==> src/rtl/serial_adder_pkg.sv <==
// Shared definitions for the bit-serial adder: FSM state encoding and
// the bit-counter width helper.
package serial_adder_pkg;

    localparam logic [1:0] S_IDLE  = 2'd0;
    localparam logic [1:0] S_SHIFT = 2'd1;
    localparam logic [1:0] S_DONE  = 2'd2;

    // A one-bit add still needs a one-bit counter register.
    function automatic int cnt_width(input int width);
        return (width > 1) ? $clog2(width) : 1;
    endfunction

endpackage

==> src/rtl/serial_adder_if.sv <==
// Request/result bundle of the serial adder: operands and start in,
// busy/done status and the registered result out.
interface serial_adder_if #(
    parameter int WIDTH = 8
);
    logic             start;
    logic [WIDTH-1:0] a;
    logic [WIDTH-1:0] b;
    logic             cin;
    logic             busy;
    logic             done;
    logic [WIDTH-1:0] sum;
    logic             cout;

    modport master (output start, a, b, cin, input  busy, done, sum, cout);
    modport slave  (input  start, a, b, cin, output busy, done, sum, cout);
endinterface

==> src/rtl/serial_adder_fa.sv <==
// One-bit full adder built from two half-adder cells; the only
// arithmetic datapath of the serial adder.
module halfadder (
    input  logic a,
    input  logic b,
    output logic sum,
    output logic carry
);
    assign sum   = a ^ b;
    assign carry = a & b;
endmodule

module full_adder_bit (
    input  logic a,
    input  logic b,
    input  logic cin,
    output logic sum,
    output logic cout
);
    logic s1, c1, c2;

    halfadder u_ha0 (.a(a),  .b(b),   .sum(s1),  .carry(c1));
    halfadder u_ha1 (.a(s1), .b(cin), .sum(sum), .carry(c2));

    assign cout = c1 | c2;
endmodule

==> src/rtl/serial_adder.sv <==
// Bit-serial WIDTH-bit adder: one full-adder cell and a carry flop walk
// the operands LSB-first, one bit per clock, then pulse done.
module serial_adder
    import serial_adder_pkg::*;
#(
    parameter int WIDTH = 8
) (
    input  logic           clk,
    input  logic           rst_n,
    serial_adder_if.slave  bus
);
    localparam int             CW   = cnt_width(WIDTH);
    localparam logic [CW-1:0]  LAST = CW'(WIDTH - 1);

    logic [1:0]       state;
    logic [WIDTH-1:0] a_sh;
    logic [WIDTH-1:0] b_sh;
    logic [WIDTH-1:0] sum_sh;
    logic [WIDTH-1:0] sum_next;
    logic             carry;
    logic             cout_r;
    logic [CW-1:0]    cnt;
    logic             fa_sum;
    logic             fa_cout;

    full_adder_bit u_fa (
        .a    (a_sh[0]),
        .b    (b_sh[0]),
        .cin  (carry),
        .sum  (fa_sum),
        .cout (fa_cout)
    );

    // New sum bits enter at the MSB so the LSB lands at bit 0 after WIDTH shifts.
    generate
        if (WIDTH == 1) begin : g_w1
            assign sum_next = fa_sum;
        end else begin : g_wn
            assign sum_next = {fa_sum, sum_sh[WIDTH-1:1]};
        end
    endgenerate

    always_ff @(posedge clk or negedge rst_n) begin
        if (!rst_n) begin
            state  <= S_IDLE;
            a_sh   <= '0;
            b_sh   <= '0;
            sum_sh <= '0;
            carry  <= 1'b0;
            cout_r <= 1'b0;
            cnt    <= '0;
        end else begin
            case (state)
                S_IDLE: begin
                    if (bus.start) begin
                        a_sh   <= bus.a;
                        b_sh   <= bus.b;
                        carry  <= bus.cin;
                        cnt    <= '0;
                        sum_sh <= '0;
                        cout_r <= 1'b0;
                        state  <= S_SHIFT;
                    end
                end
                S_SHIFT: begin
                    sum_sh <= sum_next;
                    a_sh   <= a_sh >> 1;
                    b_sh   <= b_sh >> 1;
                    carry  <= fa_cout;
                    // Counter wraps on the last bit so it never exceeds WIDTH-1.
                    if (cnt == LAST) begin
                        cnt    <= '0;
                        cout_r <= fa_cout;
                        state  <= S_DONE;
                    end else begin
                        cnt <= cnt + CW'(1);
                    end
                end
                S_DONE:  state <= S_IDLE;
                default: state <= S_IDLE;
            endcase
        end
    end

    assign bus.busy = (state == S_SHIFT);
    assign bus.done = (state == S_DONE);
    assign bus.sum  = sum_sh;
    assign bus.cout = cout_r;

endmodule
==> src/flat_wrapper.sv <==
// flat-port wrapper written by rule: the top's interface ports become plain ports
module serial_adder_flat import serial_adder_pkg::*;
#(
    parameter int WIDTH = 8
)
  (clk, rst_n, bus_start, bus_a, bus_b, bus_cin, bus_busy, bus_done, bus_sum, bus_cout);
  serial_adder_if #(.WIDTH(WIDTH)) bus_i ();
  input  logic clk;
  input  logic rst_n;
  input wire logic [$bits(bus_i.start)-1:0] bus_start;
  input wire logic [$bits(bus_i.a)-1:0] bus_a;
  input wire logic [$bits(bus_i.b)-1:0] bus_b;
  input wire logic [$bits(bus_i.cin)-1:0] bus_cin;
  output wire logic [$bits(bus_i.busy)-1:0] bus_busy;
  output wire logic [$bits(bus_i.done)-1:0] bus_done;
  output wire logic [$bits(bus_i.sum)-1:0] bus_sum;
  output wire logic [$bits(bus_i.cout)-1:0] bus_cout;
  assign bus_i.start = bus_start;
  assign bus_i.a = bus_a;
  assign bus_i.b = bus_b;
  assign bus_i.cin = bus_cin;
  assign bus_busy = bus_i.busy;
  assign bus_done = bus_i.done;
  assign bus_sum = bus_i.sum;
  assign bus_cout = bus_i.cout;
  serial_adder #(.WIDTH(WIDTH)) u_core (.clk(clk), .rst_n(rst_n), .bus(bus_i));
endmodule
==> config.mk <==
export PLATFORM = sky130hd
export DESIGN_NAME = serial_adder_flat
export DESIGN_NICKNAME = d
export VERILOG_FILES = /design/src/rtl/serial_adder_pkg.sv /design/src/rtl/serial_adder_if.sv /design/src/rtl/serial_adder_fa.sv /design/src/rtl/serial_adder.sv /design/src/flat_wrapper.sv
export SDC_FILE = /design/constraint.sdc
export NUM_CORES = 1
export LEC_CHECK = 0
export ABC_AREA = 1
export CAP_MARGIN = 20
export CORE_MARGIN = 2
export CORE_UTILIZATION = 50
export DETAILED_ROUTE_END_ITERATION = 16
export PLACE_DENSITY = 0.78
export SKIP_LAST_GASP = 1
export SLEW_MARGIN = 20
export SYNTH_ARGS = -nofsm -noshare
export SYNTH_HDL_FRONTEND = slang
export SYNTH_SLANG_ARGS = --single-unit
==> constraint.sdc <==
create_clock -name clk -period 2 [get_ports clk]
set_clock_uncertainty 0.2 [all_clocks]
set_input_delay 0.5 -clock clk [delete_from_list [all_inputs] [get_ports clk]]
set_output_delay 0.5 -clock clk [all_outputs]
set_load 0.03 [all_outputs]
==> run metrics, run 1 <==
remaining antenna violation count after routing 0; outcome complete, no violations; vias in the first global route 1233; clock tree from TritonCTS done; average cell area after synthesis 7.78 um2; routed wire length 3130 um; layout-stage area growth over the synthesis result 26.8%; aggregate negative setup slack 0 ns; Num Clock Sinks 31; count of cell types in the netlist 16; final setup fails 0; net switching component of the power 0.00119 W; total power density per cell area 1470 mW/mm2; number of non-filler instances in the completed layout 259; maximum number of pins on one net before global-route repair 32; synthesized netlist net count 214; clock latency on the worst-skew pair 0.33 ns; number of standard-cell rows in the floorplan 19; H-tree depth reported by CTS 2; sequential group share of total power 38.4%; share of the cycle needed by the critical path after routing 95.5%; area of the core 0.00278 mm2; antenna violations before repair 0; maximum number of buffers from clock root to sink 2; clock period minus final worst setup slack 1.91 ns; Clk Tree Root Cell sky130_fd_sc_hd__clkbuf_4; Least-Margin Pin Slew 0.390 ns; global-route wire length before repair 5400 um; worst reg2reg endpoint u_core.b_sh[0]; leakage power total 1.08 nW; Initial DRT Pass Iterations 4; type of element capturing the critical path primary output; internal power 0.00158 W; num ports 31; Hold Vio Cnt, Final 0; clock-pin slew reported for the worst setup and hold paths after clock tree synthesis 0.09 ns; diodes inserted 0; worst reg2reg path depth 6; Worst Hold Launch u_core.cnt[1]; Max-Cap Viols 0; number of hold buffers added after CTS 0; clock power share 15.3%; worst setup slack for register-to-register paths 0.43 ns; Initial DRC Count 50; number of vias after detailed routing 1291; quantity of I/O buffers inserted on ports 30; RSZ-0062 raised after global routing no; worst supply voltage drop on vdd 1.08 mV; slew margin rel. 74.0%; critical path data required time 1.30 ns; final routed DRC violation total 0; starting density of the core 53.4%; sequential area share after synthesis 52.2%; first element of the critical path u_core.state[0]; post-layout instance area 0.00188 mm2; total cell area at the placement stage 0.00182 mm2; portion of total power attributed to combinational logic 46.4%; GRT met3 Usage 4.62%; class of the most critical setup path flip-flop to primary output; Final Max Tran Viols 0; number of flip-flops and latches in the synthesized netlist 31; wire length per cell 12.1 um; Hold WC Path Type flip-flop to flip-flop; total global-route track usage 21.2%; largest fanout on the critical path 8; overall die area 0.00342 mm2; FMAX 524 MHz; die boundary height 58.5 um; nets 250; grt ovf 0; total instance count after detailed placement 250; switching part of the total power 42.9%; Filler Cell Count 236; CP arrival 1.21 ns; met1 GRT Util 28.7%; number of warnings reported in the yosys synthesis log 0; met2 track demand over resource 32.3%; die extent in x 58.5 um; HPWL after detailed placement 2180 um; worst r2r src u_core.state[0]; TritonCTS Buffers 5; kind of start point of the critical path flip-flop; gate count after technology mapping 191; CP Capture Point bus_done; routing layer with the top usage in global route met2; Avg Vias per Cell 4.98; final RePlAce weighted congestion 0.795; Mapped Area 0.00149 mm2; fraction of final layout cells with drive strength greater than 1 10.5%
==> synth_stat cells <==
cell type / instances / share of area, %
sky130_fd_sc_hd__inv_2: 1 / 0.25
sky130_fd_sc_hd__dfrtp_1: 31 / 52
sky130_fd_sc_hd__nand2_4: 2 / 1.5
sky130_fd_sc_hd__nand2_1: 109 / 28
sky130_fd_sc_hd__or2_2: 1 / 0.42
sky130_fd_sc_hd__mux2i_1: 1 / 0.67
sky130_fd_sc_hd__buf_2: 5 / 1.7
sky130_fd_sc_hd__fa_1: 1 / 1.3
sky130_fd_sc_hd__inv_4: 1 / 0.42
sky130_fd_sc_hd__nand2_2: 1 / 0.42
sky130_fd_sc_hd__ha_1: 2 / 1.7
sky130_fd_sc_hd__nor2_2: 1 / 0.42
sky130_fd_sc_hd__inv_1: 8 / 2.0
sky130_fd_sc_hd__nand3_1: 21 / 7.1
sky130_fd_sc_hd__nor2_1: 3 / 0.76
sky130_fd_sc_hd__buf_4: 3 / 1.5
==> cell families after synthesis <==
logic type	synth area share, %
simple gates	38.2
flops	52.2
buf+inv	5.90
fa+ha+maj	3.03
mux	0.674
==> repair_timing <==
item / in CTS / in global routing
setup buffers: 0 / 1
endpoints found under the setup margin: 9 / 1
gates resized for setup: 9 / 1
==> flip-flops by register name (all words and copies together) (netlist names) <==
name	flops
u_core.carry	1
u_core.cnt	3
u_core.bus.sum	8
u_core.bus.cout	1
u_core.a_sh	8
u_core.b_sh	8
u_core.state	2
==> stage by stage <==
stage / total power [W] / hold slack [ns] / utilization [%] / setup WS, ns
2_1_floorplan: 0.00197 / 0.00441 / - / 0.210
3_3_place_gp: 0.00235 / 0.259 / 65.3 / 0.215
3_5_place_dp: 0.00241 / 0.268 / 65.3 / 0.176
4_1_cts: 0.00278 / 0.290 / 67.4 / 0.0321
5_1_grt: 0.00301 / 0.313 / 67.7 / 0.0153
6_report: 0.00277 / 0.289 / 67.7 / 0.0901
==> critical path, cell delays in order, from the launching register on <==
cell and delay [ns]:
sky130_fd_sc_hd__dfrtp_2 0.43, sky130_fd_sc_hd__buf_4 0.17, sky130_fd_sc_hd__nor2_1 0.10, sky130_fd_sc_hd__buf_4 0.17
==> cell type report <==
type	instances	area, um2	area share, %
multi-input cells	142	622	33.0
repair buffers	37	337	17.9
flip-flops and latches	31	777	41.3
inverters	10	40.0	2.13
clock buffers	8	68.8	3.65
well taps	31	38.8	2.06
==> routing by layer <==
layer,share of wire (%),wire [um]
met2,47,1470
met4,1.8,57
met1,47,1480
met3,3.6,114
met5,0,0
==> how the worst min path moves through the flow <==
stage,slack (ns),cells after the start,to
global route,0.31,2,u_core.bus.sum[0]
detailed placement,0.27,2,u_core.cnt[2]
CTS,0.29,2,u_core.bus.sum[0]
floorplan,0.004,0,u_core.a_sh[0]
global placement,0.26,2,u_core.cnt[1]
finish,0.29,2,u_core.cnt[1]
==> placed cells by master, fill, tap and decap left out <==
cell and n:
sky130_fd_sc_hd__nor2_1 3, sky130_fd_sc_hd__clkdlybuf4s50_1 19, sky130_fd_sc_hd__mux2i_1 1, sky130_fd_sc_hd__clkbuf_4 5
sky130_fd_sc_hd__nor2_2 1, sky130_fd_sc_hd__dfrtp_2 1, sky130_fd_sc_hd__inv_2 1, sky130_fd_sc_hd__or2_2 1
sky130_fd_sc_hd__nand3_1 21, sky130_fd_sc_hd__fa_1 1, sky130_fd_sc_hd__ha_1 2, sky130_fd_sc_hd__inv_4 1
sky130_fd_sc_hd__clkbuf_8 2, sky130_fd_sc_hd__inv_1 8, sky130_fd_sc_hd__nand2_2 1, sky130_fd_sc_hd__nand2_1 109
sky130_fd_sc_hd__dfrtp_1 30, sky130_fd_sc_hd__dlygate4sd2_1 9, sky130_fd_sc_hd__nand2_4 2, sky130_fd_sc_hd__clkbuf_1 1
sky130_fd_sc_hd__buf_4 9
==> power by group through the flow <==
stage / combinational [W] / clock [W] / sequential (W)
after floorplan: 0.000789 / 0 / 0.00119
after global placement: 0.00129 / 0 / 0.00107
after detailed placement: 0.00133 / 0 / 0.00108
after CTS: 0.00128 / 0.000432 / 0.00107
after global routing: 0.00146 / 0.000458 / 0.00109
final: 0.00128 / 0.000422 / 0.00106
(Power assumes the default switching activity.)
==> inputs of run 2 (changes only) <==
--- a/config.mk
+++ b/config.mk
@@ -8,9 +8,9 @@
 export ABC_AREA = 1
 export CAP_MARGIN = 20
 export CORE_MARGIN = 2
-export CORE_UTILIZATION = 50
+export CORE_UTILIZATION = 40
 export DETAILED_ROUTE_END_ITERATION = 16
-export PLACE_DENSITY = 0.78
+export PLACE_DENSITY = 0.65
 export SKIP_LAST_GASP = 1
 export SLEW_MARGIN = 20
 export SYNTH_ARGS = -nofsm -noshare
==> run 2 against run 1 <==
Against the previous run: global-route usage shrank 3.9 points; sequential share of layout area fell by 0.53 points; fmax grew 1.9%; utilization decreased by 15 points; combinational power hardly changed; non-clock buffer count down 2; critical endpoint unchanged.
==> run metrics, run 2 (synthesis gave the netlist of run 1 again) <==
outcome complete, no violations; total instance count after detailed placement 266 (+6.4%); aggregate negative setup slack 0 ns (unchanged); leakage power total 1.08 nW (-0.53%); Avg Vias per Cell 4.49 (-9.9%); clock latency on the worst-skew pair 0.28 ns (-0.05 ns); layout-stage area growth over the synthesis result 28.2%; final routed DRC violation total 0 (unchanged); H-tree depth reported by CTS 2 (unchanged); post-CTS setup repair buffer count 0 (unchanged); final setup fails 0 (unchanged); Hold WC Path Type flip-flop to flip-flop; wire length per cell 11.2 um (-7.1%); worst supply voltage drop on vdd 0.638 mV (-41%); worst reg2reg path depth 6 (unchanged); area of the core 0.00361 mm2 (+30%); Least-Margin Pin Slew 0.382 ns (-0.00825 ns); Initial DRT Pass Iterations 4 (unchanged); most common library cell in the layout ignoring fill and taps sky130_fd_sc_hd__nand2_1; end point of the most critical hold path u_core.a_sh[7]; Max-Cap Viols 0 (unchanged); Worst Hold Launch u_core.a_sh[7]; kind of start point of the critical path flip-flop; routed wire length 3070 um (-1.8%); top library cells by usage in the layout, fill and taps aside sky130_fd_sc_hd__nand2_1, sky130_fd_sc_hd__dfrtp_1, sky130_fd_sc_hd__nand3_1; fraction of final layout cells with drive strength greater than 1 9.29% (-1.2 points); largest fanout on the critical path 13 (+5); diodes inserted 0 (unchanged); share of the cycle needed by the critical path after routing 93.7% (-1.7 points); TritonCTS Buffers 5 (unchanged); clock-pin slew reported for the worst setup and hold paths after clock tree synthesis 0.07 ns (-0.02 ns); Num Clock Sinks 31 (unchanged); Hold Vio Cnt, Final 0 (unchanged); RSZ-0062 raised after global routing no; maximum number of buffers from clock root to sink 2 (unchanged); total power density per cell area 1460 mW/mm2 (-0.79%); maximum number of pins on one net before global-route repair 32 (unchanged); final RePlAce weighted congestion 0.773 (-2.8%); Post-Route Hold Slack 0.270 ns (-0.0188 ns); Sequential cell area 776 um2 (-0.16%); slew margin rel. 74.5% (+0.55 points); nets 248 (-0.80%); type of element capturing the critical path primary output; number of standard-cell rows in the floorplan 22 (+3); quantity of I/O buffers inserted on ports 30 (unchanged); die boundary height 64.9 um (+11%); num ports 31 (unchanged); class of the most critical setup path flip-flop to primary output; maximum single-stage delay on the critical path 0.41 ns (-0.02 ns); vias in the first global route 1169 (-5.2%); footprint of the multi-input gates 622 um2 (unchanged); CP arrival 1.17 ns (-0.04 ns); die extent in x 64.9 um (+11%); clock period minus final worst setup slack 1.87 ns (-0.0350 ns); overall die area 0.00422 mm2 (+23%); Clk Tree Root Cell sky130_fd_sc_hd__clkbuf_8; Cell Chain, Critical Path inv_2, nor2_1, buf_4; antenna violations before repair 0 (unchanged); Final Max Tran Viols 0 (unchanged); starting density of the core 41.2% (-12 points); worst reg2reg endpoint u_core.b_sh[0]; Initial DRC Count 85 (+70%); remaining antenna violation count after routing 0 (unchanged); number of vias after detailed routing 1230 (-4.7%); HPWL after detailed placement 2150 um (-1.5%); Crit-path slowest cell sky130_fd_sc_hd__dfrtp_1; worst setup slack for register-to-register paths 0.41 ns (-0.02 ns); FMAX 533 MHz (+1.9%); Hold Path Stages 2 (unchanged); worst r2r src u_core.state[1]; number of non-filler instances in the completed layout 274 (+5.8%); grt ovf 0 (unchanged); Filler Cell Count 360 (+53%); global-route wire length before repair 5400 um (+0.13%); total global-route track usage 17.3% (-3.9 points); clock tree from TritonCTS done; critical path data required time 1.30 ns (about the same)
## run 2: cell count changes in the layout (fill, tap and decap cells not counted), sizes merged
cell	before	now
buf	9	7
clkbuf	8	6
clkinv	0	1
clkinvlp	0	1
## run 2: worst max path at each step
stage,startpoint,endpoint,slack [ns]
2_1_floorplan,u_core.state[0],bus_done,0.21
3_3_place_gp,bus_start,u_core.b_sh[5],0.19
3_5_place_dp,bus_start,u_core.b_sh[0],0.16
4_1_cts,u_core.state[1],bus_done,0.1
5_1_grt,u_core.state[1],bus_done,0.06
6_report,u_core.state[1],bus_done,0.13
## run 2: where the power goes
| group | internal, W | switching [W] | leakage [nW] |
|---|---|---|---|
| Clock | 0.000242 | 0.000224 | 0.0412 |
| Sequential | 0.000897 | 0.000167 | 0.399 |
| Combinational | 0.000454 | 0.000792 | 0.636 |
| Total | 0.00159 | 0.00118 | 1.08 |
## run 2: final cells by class
class,count,area share (%)
Clock inverter,2,0.657
Inverter,10,2.10
Multi-Input combinational cell,142,32.7
Timing Repair Buffer,35,16.9
Clock buffer,6,3.81
Sequential cell,31,40.7
Tap cell,48,3.15
## run 2: critical path, delay by kind of cell, from the launching register on
kind	cells	cell delay [ns]
buffers and inverters	2	0.41
flip-flops	1	0.41
AND/OR/NAND/NOR	1	0.07
## run 2: what timing repair did
action | CTS | global route
hold buffers | 0 | 0
endpoints found under the setup margin | 9 | 0
resized for setup | 9 | 0
hold endpoints to repair | 0 | 0
## run 2: per-stage QoR
stage,power (W),instance area (um2),utilization (%),worst slack (ns)
2_1_floorplan,0.00197,1490,-,0.210
3_3_place_gp,0.00239,1830,50.8,0.189
3_5_place_dp,0.00240,1830,50.8,0.155
4_1_cts,0.00282,1900,52.8,0.0999
5_1_grt,0.00307,1900,52.8,0.0613
6_report,0.00278,1900,52.8,0.125
## run 2: layer usage
metal | vias up | part of all wire [%] | global-route usage (%) | wire length (um)
met5 | - | 0 | 0 | 0
met4 | 0 | 2.1 | 7.98 | 63
met3 | 7 | 4.5 | 4.86 | 139
met2 | 27 | 42 | 24.0 | 1300
met1 | 539 | 51 | 25.0 | 1570
li1 | 657 | - | - | -
